## src/rtl/npn4_pkg.sv

```systemverilog
// npn4_pkg: shared types, permutation table and helpers for the 4-input NPN canonicalizer
package npn4_pkg;
  localparam int TT_W = 16;
  localparam int N_PERM = 24;
  localparam int N_NEG = 16;
  localparam int SCAN_CYCLES = N_PERM * N_NEG;
  typedef logic [TT_W-1:0] tt_t;
  typedef logic [3:0][1:0] perm_t;
  typedef enum logic [1:0] {IDLE, SCAN, DONE} state_t;
  // Nibbles read left to right as P[0],P[1],P[2],P[3] so the table below matches lexicographic order.
  function automatic perm_t perm_of_hex(logic [15:0] h);
    perm_t r;
    for (int i = 0; i < 4; i++) r[i] = h[13-4*i -: 2];
    return r;
  endfunction
  localparam perm_t PERM_TABLE [N_PERM] = '{
    perm_of_hex(16'h0123), perm_of_hex(16'h0132), perm_of_hex(16'h0213), perm_of_hex(16'h0231),
    perm_of_hex(16'h0312), perm_of_hex(16'h0321), perm_of_hex(16'h1023), perm_of_hex(16'h1032),
    perm_of_hex(16'h1203), perm_of_hex(16'h1230), perm_of_hex(16'h1302), perm_of_hex(16'h1320),
    perm_of_hex(16'h2013), perm_of_hex(16'h2031), perm_of_hex(16'h2103), perm_of_hex(16'h2130),
    perm_of_hex(16'h2301), perm_of_hex(16'h2310), perm_of_hex(16'h3012), perm_of_hex(16'h3021),
    perm_of_hex(16'h3102), perm_of_hex(16'h3120), perm_of_hex(16'h3201), perm_of_hex(16'h3210)
  };
  // Source minterm j feeding output minterm m: j[P[i]] = m[i] ^ N[i].
  function automatic logic [3:0] src_minterm(perm_t p, logic [3:0] n, logic [3:0] m);
    logic [3:0] j;
    j = '0;
    for (int i = 0; i < 4; i++) j[p[i]] = m[i] ^ n[i];
    return j;
  endfunction
endpackage

```

## src/rtl/npn4_apply.sv

```systemverilog
// npn4_apply: combinational input permutation/negation of a 4-input truth table
module npn4_apply
  import npn4_pkg::*;
(
  input  tt_t        tt,
  input  logic [4:0] perm_idx,
  input  logic [3:0] neg,
  output tt_t        g
);
  perm_t p;
  assign p = PERM_TABLE[perm_idx];
  for (genvar m = 0; m < TT_W; m++) begin : g_mux
    assign g[m] = tt[src_minterm(p, neg, 4'(m))];
  end
endmodule

```

## src/rtl/npn4_canonicalizer.sv

```systemverilog
// npn4_canonicalizer: exhaustive one-transform-per-cycle NPN canonical form search
module npn4_canonicalizer
  import npn4_pkg::*;
(
  input  logic        clk,
  input  logic        rst,
  input  logic        in_valid,
  output logic        in_ready,
  input  logic [15:0] in_tt,
  output logic        out_valid,
  input  logic        out_ready,
  output logic [15:0] out_canon,
  output logic [4:0]  out_perm,
  output logic [3:0]  out_neg,
  output logic        out_oneg
);
  state_t state_q, state_d;
  tt_t tt_q, tt_d, best_q, best_d, canon_q, canon_d, t, cand;
  logic [4:0] perm_cnt_q, perm_cnt_d, best_perm_q, best_perm_d, perm_q, perm_d;
  logic [3:0] neg_cnt_q, neg_cnt_d, best_neg_q, best_neg_d, neg_q, neg_d;
  logic best_oneg_q, best_oneg_d, oneg_q, oneg_d, cand_oneg, take, last;
  npn4_apply u_apply (.tt(tt_q), .perm_idx(perm_cnt_q), .neg(neg_cnt_q), .g(t));
  assign cand_oneg = ~t < t;
  assign cand = cand_oneg ? ~t : t;
  assign take = (perm_cnt_q == '0 && neg_cnt_q == '0) || cand < best_q;
  assign last = perm_cnt_q == 5'(N_PERM - 1) && neg_cnt_q == 4'(N_NEG - 1);
  assign in_ready = state_q == IDLE;
  assign out_valid = state_q == DONE;
  assign out_canon = canon_q;
  assign out_perm = perm_q;
  assign out_neg = neg_q;
  assign out_oneg = oneg_q;
  // Next state: capture on handshake, track running minimum while scanning, publish on the last transform.
  always_comb begin
    state_d = state_q;
    tt_d = tt_q;
    perm_cnt_d = perm_cnt_q;
    neg_cnt_d = neg_cnt_q;
    best_d = best_q;
    best_perm_d = best_perm_q;
    best_neg_d = best_neg_q;
    best_oneg_d = best_oneg_q;
    canon_d = canon_q;
    perm_d = perm_q;
    neg_d = neg_q;
    oneg_d = oneg_q;
    if (state_q == IDLE && in_valid) begin
      state_d = SCAN;
      tt_d = in_tt;
      perm_cnt_d = '0;
      neg_cnt_d = '0;
    end else if (state_q == SCAN) begin
      best_d = take ? cand : best_q;
      best_perm_d = take ? perm_cnt_q : best_perm_q;
      best_neg_d = take ? neg_cnt_q : best_neg_q;
      best_oneg_d = take ? cand_oneg : best_oneg_q;
      neg_cnt_d = neg_cnt_q + 4'd1;
      perm_cnt_d = perm_cnt_q + 5'(neg_cnt_q == 4'(N_NEG - 1));
      state_d = last ? DONE : SCAN;
      canon_d = last ? best_d : canon_q;
      perm_d = last ? best_perm_d : perm_q;
      neg_d = last ? best_neg_d : neg_q;
      oneg_d = last ? best_oneg_d : oneg_q;
    end else if (state_q == DONE && out_ready) begin
      state_d = IDLE;
    end
  end
  // State registers with synchronous reset discarding any partial search.
  always_ff @(posedge clk) begin
    if (rst) begin
      state_q <= IDLE;
      tt_q <= '0;
      perm_cnt_q <= '0;
      neg_cnt_q <= '0;
      best_q <= '0;
      best_perm_q <= '0;
      best_neg_q <= '0;
      best_oneg_q <= 1'b0;
      canon_q <= '0;
      perm_q <= '0;
      neg_q <= '0;
      oneg_q <= 1'b0;
    end else begin
      state_q <= state_d;
      tt_q <= tt_d;
      perm_cnt_q <= perm_cnt_d;
      neg_cnt_q <= neg_cnt_d;
      best_q <= best_d;
      best_perm_q <= best_perm_d;
      best_neg_q <= best_neg_d;
      best_oneg_q <= best_oneg_d;
      canon_q <= canon_d;
      perm_q <= perm_d;
      neg_q <= neg_d;
      oneg_q <= oneg_d;
    end
  end
endmodule

```

## config.mk

```make
export PLATFORM = sky130hd
export DESIGN_NAME = npn4_canonicalizer
export DESIGN_NICKNAME = d
export VERILOG_FILES = /design/src/rtl/npn4_pkg.sv /design/src/rtl/npn4_apply.sv /design/src/rtl/npn4_canonicalizer.sv
export SDC_FILE = /design/constraint.sdc
export NUM_CORES = 1
export LEC_CHECK = 0
export BUFFER_PORTS_ARGS = -buffer_cell sky130_fd_sc_hd__buf_2
export CAP_MARGIN = 10
export CORE_MARGIN = 8
export CORE_UTILIZATION = 60
export DETAILED_ROUTE_END_ITERATION = 12
export PLACE_DENSITY = 0.79
export SLEW_MARGIN = 0
export SYNTH_ARGS = -nofsm -noshare
export SYNTH_HDL_FRONTEND = slang
export SYNTH_SLANG_ARGS = --single-unit
```

## constraint.sdc

```tcl
create_clock -name clk -period 17.43 [get_ports clk]
set_input_delay 3.486 -clock clk [delete_from_list [all_inputs] [get_ports clk]]
set_output_delay 3.486 -clock clk [all_outputs]
set_load 0.01 [all_outputs]
```

# --- Word-level counts from Yosys, hierarchy flattened ---
# Memories as Yosys holds them, arrays and structs flattened.
# Index checks and enable logic that the tools add are counted.
classes:
  n_addsub: 2
  n_lt_le_gt_ge: 27
  n_eq_ne: 4
  mux: 79
  bitwise: 9
  n_reduce_logical: 17
ops:
  columns: ["cell", "count"]
  rows:
  - ["$bwmux 4", 28]
  - ["$lt 4x5->1 const B", 16]
  - ["$bmux 1 s4", 16]
  - ["$lt 16x16->1", 2]
  - ["$mux 16", 2]
  - ["$mux 1", 22]
  - ["$mux 8", 2]
  - ["$not 16->16", 1]
  - ["$lt 2x3->1 const B", 4]
  - ["$and 4x4->4", 2]
  - ["$demux 1 s2", 4]
  - ["$ge 2x1->1 const B", 4]
  - ["$logic_and 1x1->1", 8]
  - ["$ge 6x6->1 const B", 1]
  - ["$mux 2", 3]
  - ["$not 5->6", 1]
  - ["$add 5x1->5", 1]
  - ["$eq 5x5->1 const B", 1]
  - ["$logic_not 5->1", 1]
  - ["$mux 5", 1]
  - ["$not 1->1", 5]
  - ["$add 4x1->4 const B", 1]
  - ["$eq 4x4->1 const B", 1]
  - ["$logic_not 4->1", 1]
  - ["10 further kinds", 10]
word_totals:
  ff_bits: 79
  rom_bits: 256
  in_bits: 20
  out_inout_bits: 28
  elab_cells: 152
  mem_count: 1
mem_list:
  columns: ["memory", "depth", "word_bits", "rd", "rd_clocked_by_memory_dff", "wr", "line", "rtl"]
  rows:
  - ["(no name shown)", 32, 8, 1, 0, 0, "npn4_apply.sv:11", "assign p = PERM_TABLE[perm_idx];"]

# --- Longest topological paths before layout ---
# Gate-level depths: netlist of the first run.
logic_depth:
  word_depth: 20
  depth_mapped: 29
  depth_no_buf: 25

# --- Hierarchy ---
# Synthesis of the first run repeated with hierarchy kept, for this count alone.
unflattened:
  cells_unflattened: 960
  area_unflattened_um2: 7996.4
by_module_without_submodules:
  columns: ["mod", "instances", "cells_each", "area_per_inst_um2", "seq_area_each_um2"]
  rows:
  - ["npn4_apply", 1, 507, 4101.4, 0.0]
  - ["npn4_canonicalizer", 1, 453, 3895.0, 1581.5]

# --- Worst setup path before layout of the first run ---
# OpenSTA, ideal clock, no wires.
synth_path:
  kind: "register to register"
  from: "register perm_cnt_q[1]"
  to: "register best_q[10]"
  setup_time_ns: 0.123
  arrival_time_ns: 5.671
  t_required_ns: 17.307
  slack_ns: 11.637
  stages_incl_launch_ff: 27
  n_path_buf: 3
  period_less_slack_ns: 5.793
  path_cell_list: "dfxtp_1 > inv_1 > ha_1 > mux4_2 > a31o_2 > a311o_1 > buf_4 > a221o_1 > o32ai_2 > o32ai_1 > a311oi_1 > buf_2 > xnor2_1 > ha_1 > a21o_1 > a21o_1 > a21o_1 > a21o_1 > a21o_1 > a21oi_1 > o22ai_1 > nand2_1 > and2_1 > a21oi_4 > nor2_1 > buf_2 > o21ai_0"
synth_between:
  elab_chain_len: 20
  word_cells_on_any_way: 94
  cone_classes: "order compare: 10; mux: 72; bitwise: 4; reduce/logical: 7; memory: 1"
synth_rtl:
  columns: ["item", "line", "rtl"]
  rows:
  - ["start: declaration", "npn4_canonicalizer.sv:19", "logic [4:0] perm_cnt_q, perm_cnt_d, best_perm_q, best_perm_d, perm_q, perm_d;"]
  - ["start signal: assignment", "npn4_canonicalizer.sv:86", "perm_cnt_q <= perm_cnt_d;"]
  - ["$not 5->6 (not written as such)", "npn4_apply.sv:11", null]
  - ["$mem_v2 32x8", null, null]
  - ["$mux 8 (not written as such) (2 in a row)", "npn4_apply.sv:11", null]
  - ["$lt 2x3->1 (not written as such) or $ge 2x1->1 (tied branches)", "npn4_pkg.sv:28", "for (int i = 0; i < 4; i++) j[p[i]] = m[i] ^ n[i];"]
  - ["$logic_and 1x1->1 (not written as such)", "npn4_pkg.sv:28", null]
  - ["$mux 1 (not written as such)", "npn4_pkg.sv:28", null]
  - ["$demux 1 s2", null, null]
  - ["$and 4x4->4 (no line)", null, null]
  - ["$bwmux 4 (3 in a row)", "npn4_pkg.sv:28", null]
  - ["$bmux 1 s4", "npn4_apply.sv:13", "assign g[m] = tt[src_minterm(p, neg, 4'(m))];"]
  - ["$mux 1 (not written as such)", "npn4_apply.sv:13", null]
  - ["$not 16->16", "npn4_canonicalizer.sv:23, npn4_canonicalizer.sv:24", null]
  - ["$lt 16x16->1", "npn4_canonicalizer.sv:23", "assign cand_oneg = ~t < t;"]
  - ["$mux 16", "npn4_canonicalizer.sv:24", "assign cand = cand_oneg ? ~t : t;"]
  - ["$lt 16x16->1", "npn4_canonicalizer.sv:25", "assign take = (perm_cnt_q == '0 && neg_cnt_q == '0) || cand < best_q;"]
  - ["$logic_or 1x1->1", "npn4_canonicalizer.sv:25", null]
  - ["$mux 16 (*)", "npn4_canonicalizer.sv:53", "best_d = take ? cand : best_q;"]
  - ["end signal: assignment", "npn4_canonicalizer.sv:88", "best_q <= best_d;"]
  - ["end: declaration", "npn4_canonicalizer.sv:18", "tt_t tt_q, tt_d, best_q, best_d, canon_q, canon_d, t, cand;"]
# Every way passes the cells marked *; elsewhere a longest branch is shown, timed or not. The select of a mux whose other input is x is not followed.
# A chain may end at the register's enable or synchronous reset.

# --- Worst setup path after layout of the first run ---
layout_path:
  from: "register perm_cnt_q[1]"
  to: "register best_q[7]"
# The elaborated chain is that of the path after synthesis.

==> flow_summary_export.csv, run 1 <==
group,metric,value,unit
status,status,"complete, no violations",
setup_path,crit_fanout,17,
detailed_routing,num_vias,7446,
floorplanning,die_area,16880,um^2
layout,fill_cells,1104,
setup_path,cpMostUsedCell,"a21o_1",
sta,timing.final.ws_setup,9.800,ns
run,cap_violations,0,
place,portBuffers,47,
floorplanning,die_w,129.9,um
clock_tree,clock_latency,0.35,ns
layout,final_nets,1011,
layout,antenna_cells,0,
floorplanning,start_util,61.44,%
setup_path,startpoint_type,"flip-flop",
place,dp_slack,9.962,ns
setup_path,end_kind,"flip-flop",
detailed_routing,postRouteAntennaNets,0,
detailed_routing,drc,0,
sta,worstMarginPinSlew,1.181,ns
setup_path,cp_slowest_stage_delay,0.91,ns
grt,grtUsageTotal,27.29,%
logic_synthesis,synth_cell_types,78,
power_and_ir_drop,p_per_area,61.11,nW/um^2
sta,min_period,7.630,ns
setup_path,cp.arrival,7.81,ns
grt,grt_pass1_wl,36680,um
layout,layout-drive-gt1-share,12.41,%
floorplanning,core_area,12670,um^2
grt,grt_max_degree,60,
place,dpl.hpwl,15990,um
logic_synthesis,yosysMostFrequentCell,"mux2i_1",
grt,grt_overflow,0,
logic_synthesis,synth_largest_area_cell,"mux2i_1",
floorplanning,die_y,129.9,um
detailed_routing,via_per_inst,6.537,
sta,max_freq,0.1311,GHz
logic_synthesis,ys_ff_latch,79,
sta,fin_skew,0.006934,ns
detailed_routing,first_pass_iters,5,
worst_hold_path,min_path_type,"flip-flop to flip-flop",
logic_synthesis,synth.area.top_cells,"mux2i_1 (27%), dfxtp_1 (20%), a21oi_1 (5.1%)",
setup_path,crit_slowest_cell,"a311oi_2",
clock_tree,cts_resized,0,
detailed_routing,drt-total-wl,22810,um
sta,slew_headroom,20.92,%
layout,utilization,65.09,%
logic_synthesis,syn_avg_cell_area,7.993,um^2
sta,min_period_over_period,43.77,%
sta,setup_violations,0,
layout,fin_cells,1139,
place,gp_congestion,1.013,
power_and_ir_drop,ir_drop,71.45,uV
clock_tree,cts_hold_buf,0,
clock_tree,clkTransAtPathRegs,0.06,ns
detailed_routing,drt-initial-drc-count,865,
layout,syn2layout_area_growth,5.947,%
power_and_ir_drop,total_power,504.1,uW
sta,hold_viol,0,
floorplanning,num_rows,41,
logic_synthesis,seq_area_frac_synth,20.32,%
logic_synthesis,async_flop_share,0,%
setup_path,crit_chain,"inv_1 -> ha_1 -> mux4_2 -> o31ai_1 -> and2_1 -> a21oi_2 -> a221oi_1 -> a2111oi_2 -> a311oi_2 -> xnor2_1 -> ha_1 -> a21o_1 -> a21o_1 -> a21o_1 -> a21o_1 -> a21o_1 -> a21oi_1 -> o22ai_1 -> nand2_1 -> and2_1 -> a21oi_4 -> nor2_1 -> o21ai_0",
logic_synthesis,synthTopCellsByCount,"mux2i_1 (207), nand2_1 (98), a21oi_1 (80)",
logic_synthesis,synth_edf_count,0,
setup_path,critPathKind,"flip-flop to flip-flop",
sta,rsz0062_at_grt,"false",
clock_tree,numCtsBuffers,9,
grt,grt_antenna_before_repair,0,
clock_tree,cts_buffer_depth,2,
clock_tree,cts-root-buf,"clkbuf_16",
clock_tree,postCtsSetupBuffers,0,
clock_tree,cts.sinks,79,
logic_synthesis,ys_warn_count,0,
clock_tree,tritoncts,"yes",
setup_path,cp_data_required_time,17.61,ns
place,dp_cells,1123,
logic_synthesis,synth_fp_nets,1023,
logic_synthesis,synth_area,7785,um^2
logic_synthesis,synth_flop_cell,"dfxtp_1",
logic_synthesis,yosys.area.top_type_share,26.62,%
power_and_ir_drop,leakage,0.003561,uW
detailed_routing,wl_per_cell,20.03,um
sta,report.final.slew_viol_count,0,
clock_tree,h-tree-depth,3,
logic_synthesis,synth_cells,974,
floorplanning,ioPinCount,48,
sta,setup_tns,0,ns
grt,grt_pass1_vias,7187,
-- per-layer routing --
layer | GRT usage, % | up-vias | part of all wire, %
li1 | - | 3538 | -
met1 | 34.42 | 3500 | 43
met2 | 43.43 | 332 | 46
met3 | 5.263 | 76 | 7.3
met4 | 14.21 | 0 | 3.7
met5 | 0 | - | 0
-- cell families after synthesis --
family / Yosys count / share of synthesized area (%)
simple gates: 285 / 17.12
compound gates: 222 / 19.50
mux: 218 / 28.98
buf+inv: 120 / 6.830
flops: 79 / 20.32
fa+ha+maj: 29 / 4.661
xor+xnor: 21 / 2.604
-- sequential cells by signal, indices dropped and copies added (netlist names) --
signal	count
state_q	2
out_neg	4
neg_cnt_q	4
best_q	16
best_neg_q	4
best_perm_q	5
perm_cnt_q	5
out_canon	16
best_oneg_q	1
out_perm	5
out_oneg	1
tt_q	16
-- critical path: cells and delay by family, from the launching register on --
family | cells | cell delay (ns)
mux | 1 | 0.54
compound gates | 14 | 3.43
simple gates | 4 | 1.60
buf+inv | 1 | 0.24
flops | 1 | 0.61
xor+xnor | 1 | 0.26
fa+ha+maj | 2 | 0.75
-- where the power goes --
| group | switching, uW | total (uW) | internal, uW | leakage, uW |
|---|---|---|---|---|
| clock | 81.5 | 180 | 98.1 | 0.000134 |
| sequential | 7.15 | 193 | 186 | 0.000640 |
| combinational | 78.7 | 131 | 52.4 | 0.00279 |
| total | 167 | 504 | 337 | 0.00356 |
-- placed cells by master, fill, tap and decap left out, types with 5 or more instances in the layout --
master,count
a211oi_1,14
nand2b_1,8
mux2i_1,207
and2_1,12
a21o_1,10
nand3_1,47
mux4_2,5
nor3_1,7
nor2_1,62
o21a_1,7
inv_1,30
a311o_1,5
nand4_1,22
nand2_1,98
a21oi_1,80
xnor2_1,19
mux2_2,5
o21ai_0,35
o311ai_1,14
buf_4,16
buf_2,47
clkbuf_16,9
ha_1,29
dfxtp_1,79
-- worst paths after layout --
| check | start | to | slack [ns] | cells past startpoint |
|---|---|---|---|---|
| worst min register to register | out_neg[2]$_SDFFE_PP0P_ | out_neg[2]$_SDFFE_PP0P_ | 0.45 | 2 |
| worst max-delay path | perm_cnt_q[1]$_SDFFE_PP0P_ | best_q[7]$_SDFFE_PP0P_ | 9.80 | 23 |
| worst max register to register | perm_cnt_q[1]$_SDFFE_PP0P_ | best_q[7]$_SDFFE_PP0P_ | 9.80 | 23 |
| worst min-delay path | out_neg[2]$_SDFFE_PP0P_ | out_neg[2]$_SDFFE_PP0P_ | 0.45 | 2 |
-- through the flow --
step | hold WS, ns | area (um^2)
5_1_grt | 0.4748 | 8248
3_3_place_gp | 0.4362 | 7965
4_1_cts | 0.4491 | 8248
2_1_floorplan | 0.4445 | 7785
3_5_place_dp | 0.4400 | 7965
6_report | 0.4460 | 8248
-- cell type report --
| type | count | area, um^2 | area share, % |
|---|---|---|---|
| multi-input cells | 775 | 5685 | 68.93 |
| flip-flops and latches | 79 | 1582 | 19.17 |
| repair buffers | 63 | 355.3 | 4.308 |
| clock buffers | 9 | 225.2 | 2.731 |
| well taps | 172 | 215.2 | 2.609 |
| inverters | 34 | 127.6 | 1.547 |
| clock inverters | 7 | 57.56 | 0.6978 |
Power figures use the tool's default switching activity.
==> run 2, diff against run 1 <==
--- a/config.mk
+++ b/config.mk
@@ -8,9 +8,9 @@
 export BUFFER_PORTS_ARGS = -buffer_cell sky130_fd_sc_hd__buf_2
 export CAP_MARGIN = 10
 export CORE_MARGIN = 8
-export CORE_UTILIZATION = 60
+export CORE_UTILIZATION = 57
 export DETAILED_ROUTE_END_ITERATION = 12
-export PLACE_DENSITY = 0.79
+export PLACE_DENSITY = 0.78
 export SLEW_MARGIN = 0
 export SYNTH_ARGS = -nofsm -noshare
 export SYNTH_HDL_FRONTEND = slang
==> constraint.sdc (replaced) <==
create_clock -name clk -period 6.92 [get_ports clk]
set_input_delay 1.384 -clock clk [delete_from_list [all_inputs] [get_ports clk]]
set_output_delay 1.384 -clock clk [all_outputs]
set_load 0.01 [all_outputs]
==> run 2 against run 1 <==
  * Clock power rose to 2.7 times the previous value
  * Critical path depth is 2 lower
  * Sequential power grew to 2.5 times the previous value
  * First-iteration DRC count fell by 12%
  * Die area grew 4.6%
  * Clock skew grew 0.0026 ns
  * Combinational power rose to 2.5 times the previous value
  * Wire length decreased by 0.56%
  * Count of clock-buffer cells in the layout grew 1
  * Power grew to 2.6 times the previous value
  * Worst setup slack worse by 9.3 ns
  * Worst hold slack better by 0.0074 ns
  * Highest routed layer unchanged
==> flow_summary_export.csv, run 2 (same netlist as run 1, synthesis figures left out) <==
group,metric,value,unit
sta,max_freq,0.1549,GHz
setup_path,cpMostUsedCell,"mux2i_1",
place,portBuffers,47,
setup_path,cp_slowest_stage_delay,0.82,ns
detailed_routing,num_vias,7538,
grt,grtUsageTotal,24.71,%
sta,setup_violations,0,
setup_path,cp.arrival,6.72,ns
layout,layout-drive-gt1-share,13.39,%
worst_hold_path,hp-start,"out_perm[3]$_SDFFE_PP0P_",
detailed_routing,drt-initial-drc-count,758,
detailed_routing,via_per_inst,6.532,
floorplanning,ioPinCount,48,
grt,grt_pass1_vias,7038,
clock_tree,clock_latency,0.35,ns
clock_tree,cts-root-buf,"clkbuf_16",
layout,layout_common_cells,"mux2i_1 (207), nand2_1 (98), a21oi_1 (79), dfxtp_1 (79), nor2_1 (62)",
worst_hold_path,min_path_type,"flip-flop to flip-flop",
setup_path,end_kind,"flip-flop",
detailed_routing,postRouteAntennaNets,0,
clock_tree,clkTransAtPathRegs,0.07,ns
clock_tree,h-tree-depth,3,
setup_path,cp_data_required_time,7.18,ns
grt,grt_max_degree,60,
setup_path,reg2regPathDepth,21,
layout,fin_cells,1154,
worst_hold_path,whs_path_depth,2,
sta,worstMarginPinSlew,1.031,ns
grt,grt_pass1_wl,36250,um
place,gp_congestion,1.037,
clock_tree,cts_buffer_depth,2,
setup_path,reg2reg_to,"best_q[0]$_SDFFE_PP0P_",
setup_path,r2r_slack,0.46,ns
worst_hold_path,holdPathEnd,"out_perm[3]$_SDFFE_PP0P_",
floorplanning,die_w,132.9,um
power_and_ir_drop,leakage,0.003624,uW
sta,hold_viol,0,
setup_path,startpoint_type,"flip-flop",
power_and_ir_drop,p_per_area,156.6,nW/um^2
clock_tree,cts.sinks,79,
grt,grt_antenna_before_repair,0,
sta,rsz0062_at_grt,"false",
power_and_ir_drop,ir_drop,144.7,uV
sta,setup_tns,0,ns
sta,fin_skew,0.009544,ns
setup_path,crit_fanout,17,
run,cap_violations,0,
clock_tree,numCtsBuffers,9,
layout,antenna_cells,0,
sta,report.final.slew_viol_count,0,
sta,min_period_over_period,93.32,%
setup_path,critPathKind,"flip-flop to flip-flop",
floorplanning,die_area,17650,um^2
detailed_routing,drt-total-wl,22680,um
layout,syn2layout_area_growth,7.522,%
floorplanning,start_util,58.55,%
status,status,"complete, no violations",
clock_tree,tritoncts,"yes",
setup_path,crit_chain,"inv_1 -> ha_1 -> mux4_2 -> a31oi_1 -> nor2_1 -> a21oi_1 -> mux2i_1 -> mux2i_1 -> mux2i_1 -> mux2i_1 -> xnor2_1 -> ha_1 -> nand4_1 -> or4_1 -> or3_1 -> nand2b_1 -> and2_1 -> a21oi_4 -> nor2_1 -> buf_4 -> o31ai_1",
place,dp_cells,1137,
place,dpl.hpwl,15760,um
floorplanning,die_y,132.9,um
setup_path,crit_slowest_cell,"a21oi_1",
detailed_routing,first_pass_iters,6,
detailed_routing,wl_per_cell,19.66,um
clock_tree,postCtsSetupBuffers,0,
layout,layout_commonest_cell,"mux2i_1",
layout,final_nets,1022,
setup_path,r2r_start,"perm_cnt_q[1]$_SDFFE_PP0P_",
detailed_routing,drc,0,
sta,slew_headroom,31.25,%
floorplanning,num_rows,42,
floorplanning,core_area,13300,um^2
sta,min_period,6.458,ns
grt,grt_overflow,0,
==> run 2: changes by cell type in the layout (fill, tap and decap cells not counted), sizes merged <==
cell	delta
bufinv	+1
buf	+11
clkinvlp	+1
clkbuf	+1
inv	-1
clkinv	-2
==> run 2: area by class of cell <==
cell class,instances,area [um^2]
Timing Repair Buffer,74,441.7
Tap cell,176,220.2
Fill cell,1146,4925
Sequential cell,79,1582
Clock buffer,10,229.0
Multi-Input combinational cell,775,5700
Clock inverter,6,70.07
Inverter,34,127.6
==> run 2: worst max-delay path by stage <==
| stage | depth (start not counted) | from | end | slack (ns) |
|---|---|---|---|---|
| 6_report | 21 | perm_cnt_q[1]$_SDFFE_PP0P_ | best_q[0]$_SDFFE_PP0P_ | 0.46 |
| 5_1_grt | 19 | perm_cnt_q[4]$_SDFFE_PP0P_ | best_q[8]$_SDFFE_PP0P_ | 0.02 |
| 4_1_cts | 24 | perm_cnt_q[1]$_SDFFE_PP0P_ | out_oneg$_SDFFE_PP0P_ | 0.44 |
| 3_5_place_dp | 24 | perm_cnt_q[1]$_SDFFE_PP0P_ | out_oneg$_SDFFE_PP0P_ | 0.50 |
| 3_3_place_gp | 24 | perm_cnt_q[1]$_SDFFE_PP0P_ | out_oneg$_SDFFE_PP0P_ | 0.67 |
| 2_1_floorplan | 26 | perm_cnt_q[1]$_SDFFE_PP0P_ | best_q[10]$_SDFFE_PP0P_ | 1.13 |
==> run 2: critical path, delay by kind of cell, from the launching register on <==
kind,cells,cell delay [ns]
AOI/OAI and AO/OA,4,1.77
xor gates and xnor gates,1,0.16
adders and majority gates,2,0.72
buffers and inverters,2,0.33
DFF,1,0.32
muxes,5,1.36
and+or+nand+nor,7,1.69
==> run 2: stage by stage <==
stage	hold WS (ns)	power, uW	utilization [%]	setup slack [ns]	area [um^2]
after floorplan	0.4445	750.2	-	1.127	7785
after global placement	0.4376	814.3	60.51	0.6663	8045
after detailed placement	0.4434	821.1	60.51	0.4954	8045
after CTS	0.4574	1309	62.76	0.4352	8344
after global routing	0.4749	1362	62.96	0.01789	8371
final	0.4534	1311	62.96	0.4623	8371
==> run 2: repair_timing <==
action                                  in CTS  in global routing
endpoints found under the setup margin       0                  7
gates resized for setup                      0                  2
hold buffers                                 0                  0
==> run 2: power breakdown <==
| group | switching, uW | internal, uW |
|---|---|---|
| registers | 19.7 | 469 |
| logic | 197 | 136 |
| clock network | 207 | 282 |
==> run 2: layer usage <==
metal,track usage (%),routed length [um],up-vias
met1,31.25,9589,3549
met3,4.164,1910,67
li1,-,-,3556
met4,12.24,809,0
met5,0,0,-
met2,39.74,10370,366
==> run 3, diff against run 2 <==
--- a/config.mk
+++ b/config.mk
@@ -5,12 +5,13 @@
 export SDC_FILE = /design/constraint.sdc
 export NUM_CORES = 1
 export LEC_CHECK = 0
+export ABC_AREA = 1
 export BUFFER_PORTS_ARGS = -buffer_cell sky130_fd_sc_hd__buf_2
 export CAP_MARGIN = 10
 export CORE_MARGIN = 8
 export CORE_UTILIZATION = 57
 export DETAILED_ROUTE_END_ITERATION = 12
-export PLACE_DENSITY = 0.78
+export PLACE_DENSITY = 0.85
 export SLEW_MARGIN = 0
 export SYNTH_ARGS = -nofsm -noshare
 export SYNTH_HDL_FRONTEND = slang
==> run 3 against run 2 <==
  * Synthesized cell count grew 31%
  * Wire length grew 4.0%
  * Critical path depth grew 8
  * Utilization shrank 1.7 points
  * Sequential share of layout area grew 0.93 points
  * Worst setup slack gained 0.38 ns
  * Register-to-register slack gained 0.38 ns
  * First-iteration DRC count grew 59%
  * Die area shrank 3.2%
  * Final area shrank 4.7%
  * Highest routed layer unchanged
==> flow_summary_export.csv, run 3 <==
group,metric,value,unit
logic_synthesis,synth.area.top_cells,"dfxtp_1 (21%), nand2_1 (15%), o21ai_0 (9.3%)",
grt,grt_max_degree,41,
layout,antenna_cells,0,
logic_synthesis,synth_mux_area_share,0,%
setup_path,reg2regPathDepth,29,
layout,layout_common_cells,"nand2_1 (303), o21ai_0 (138), a21oi_1 (135)",
floorplanning,die_area,17090,um^2
power_and_ir_drop,ir_drop,111.7,uV
layout,final_area,7978,um^2
floorplanning,num_rows,42,
logic_synthesis,synth_cell_types,39,
layout,syn2layout_area_growth,6.355,%
setup_path,cp.arrival,6.35,ns
layout,final_nets,1311,
floorplanning,die_y,130.7,um
setup_path,critPathKind,"flip-flop to flip-flop",
logic_synthesis,synth_cells,1273,
sta,slew_headroom,28.33,%
power_and_ir_drop,p_per_area,189.5,nW/um^2
floorplanning,start_util,57.56,%
clock_tree,cts-root-buf,"clkbuf_16",
detailed_routing,drt-total-wl,23600,um
sta,fin_hold_ws,0.4395,ns
sta,report.final.slew_viol_count,0,
sta,hold_viol,0,
logic_synthesis,yosysMostFrequentCell,"nand2_1",
sta,max_freq,0.1646,GHz
logic_synthesis,ys_warn_count,0,
setup_path,cp-startpoint,"perm_cnt_q[2]$_SDFFE_PP0P_",
sta,setup_violations,0,
logic_synthesis,synth_fp_nets,1322,
setup_path,crit_slowest_cell,"dfxtp_1",
clock_tree,clock_latency,0.35,ns
logic_synthesis,yosys.area.top_type_share,21.08,%
logic_synthesis,seq_area_frac_synth,21.08,%
sta,worstMarginPinSlew,1.072,ns
power_and_ir_drop,leakage,0.003670,uW
detailed_routing,num_vias,8628,
logic_synthesis,synthTopCellsByCount,"nand2_1 (303), o21ai_0 (139), a21oi_1 (135)",
sta,rsz0062_at_grt,"false",
detailed_routing,drc,0,
logic_synthesis,synth_fa_ha_area_share,4.837,%
setup_path,cp_data_required_time,7.20,ns
place,placed_area,7632,um^2
logic_synthesis,synth_edf_count,0,
layout,fill_cells,1273,
logic_synthesis,synth_compound_area_share,27.04,%
setup_path,cp_slowest_stage_delay,0.63,ns
grt,grtUsageTotal,27.89,%
logic_synthesis,async_flop_share,0,%
place,portBuffers,47,
floorplanning,ioPinCount,48,
worst_hold_path,hp-start,"out_canon[15]$_SDFFE_PP0P_",
setup_path,startpoint_type,"flip-flop",
detailed_routing,wl_per_cell,16.35,um
setup_path,crit_fanout,36,
layout,layout_commonest_cell,"nand2_1",
logic_synthesis,synth-xor-area-share,1.635,%
place,gp_congestion,1.017,
setup_path,r2r_start,"perm_cnt_q[2]$_SDFFE_PP0P_",
grt,grt_pass1_wl,37960,um
setup_path,cpMostUsedCell,"nand2_1",
setup_path,end_kind,"flip-flop",
power_and_ir_drop,total_power,1512,uW
worst_hold_path,min_path_type,"flip-flop to flip-flop",
clock_tree,cts_hold_buf,0,
floorplanning,core_area,13030,um^2
logic_synthesis,syn_avg_cell_area,5.892,um^2
status,status,"complete, no violations",
grt,grt_antenna_before_repair,0,
logic_synthesis,synth_flop_cell,"dfxtp_1",
grt,grt_pass1_vias,7575,
logic_synthesis,synth_largest_area_cell,"dfxtp_1",
setup_path,reg2reg_to,"best_neg_q[1]$_SDFFE_PP0P_",
detailed_routing,first_pass_iters,6,
layout,utilization,61.21,%
setup_path,r2r_slack,0.85,ns
logic_synthesis,synth_top_family_by_area,"simple AND/OR/NAND/NOR gates",
clock_tree,h-tree-depth,3,
clock_tree,postCtsSetupBuffers,0,
detailed_routing,via_per_inst,5.979,
floorplanning,die_w,130.7,um
sta,setup_tns,0,ns
detailed_routing,drt-initial-drc-count,1206,
logic_synthesis,ys_ff_latch,79,
layout,layout-drive-gt1-share,9.945,%
logic_synthesis,synth_area,7501,um^2
clock_tree,numCtsBuffers,9,
clock_tree,cts.sinks,79,
logic_synthesis,synthSimpleGateAreaFrac,33.29,%
run,cap_violations,0,
sta,fin_skew,0.01193,ns
place,dpl.hpwl,16520,um
clock_tree,tritoncts,"yes",
clock_tree,clkTransAtPathRegs,0.06,ns
detailed_routing,postRouteAntennaNets,0,
grt,grt_overflow,0,
sta,min_period_over_period,87.77,%
sta,min_period,6.074,ns
setup_path,crit_path_end,"best_neg_q[1]$_SDFFE_PP0P_",
clock_tree,cts_resized,0,
clock_tree,cts_buffer_depth,2,
[run 3: cell types whose count changed after synthesis, moves of 17 or more]
cell      delta
o21ai_0    +104
inv_2       +17
nand3_1     +70
mux2i_1    -207
nor3_1      +23
inv_1      +100
o211ai_1    +30
xnor2_1     -19
a21oi_1     +55
nor2_1      +18
nand2_1    +205
[run 3: through the flow]
| stage | cells | setup WS (ns) |
|---|---|---|
| finish | 1443 | 0.8464 |
| global route | 1443 | 0.2579 |
| CTS | 1443 | 0.9466 |
| detailed placement | 1427 | 1.026 |
| global placement | 1427 | 1.107 |
| floorplan | 1273 | 2.437 |
[run 3: kinds of logic (layout without fill, tap and decap cells)]
family          count (synthesis)  in the layout
compound gates                359            359
xor+xnor                       14             14
fa+ha+maj                      29             29
buf+inv                       223            217
flops                          79             79
simple gates                  569            569
[run 3: layer usage]
metal / part of all wire [%] / GRT usage [%] / routed length, um / vias to the layer above
met1: 41 / 35.84 / 9717 / 3789
met2: 45 / 45.17 / 10540 / 514
met3: 9.8 / 3.653 / 2311 / 85
li1: - / - / - / 4240
met5: 0 / 0 / 0 / -
met4: 4.4 / 13.77 / 1027 / 0
[run 3: critical path, delay by kind of cell, from the launching register on]
kind	cells	cell delay, ns
xor gates and xnor gates	1	0.26
DFF	1	0.63
buffers and inverters	4	0.68
and+or+nand+nor	16	2.44
adders and majority gates	2	0.61
AOI/OAI and AO/OA	6	1.36
[run 3: report_power, final]
part,internal [uW],total [uW],switching (uW)
clock network,354,562,207
registers,480,517,37.4
logic,138,433,296
total,971,1510,541
[run 3: worst min-delay path by stage]
stage,end,depth (start not counted)
2_1_floorplan,best_q[4]$_SDFFE_PP0P_,2
3_3_place_gp,out_canon[15]$_SDFFE_PP0P_,2
3_5_place_dp,out_canon[15]$_SDFFE_PP0P_,2
4_1_cts,out_canon[15]$_SDFFE_PP0P_,2
5_1_grt,out_canon[15]$_SDFFE_PP0P_,2
6_report,out_canon[15]$_SDFFE_PP0P_,2
[run 3: layout make-up]
class	count	area [um^2]	share of cell area, %
clock inverter	7	120.1	1.506
sequential	79	1582	19.82
clock buffer	9	225.2	2.823
timing repair buffer	48	242.7	3.043
inverter	153	576.8	7.230
multi-input combinational	971	5011	62.81
tap	176	220.2	2.760
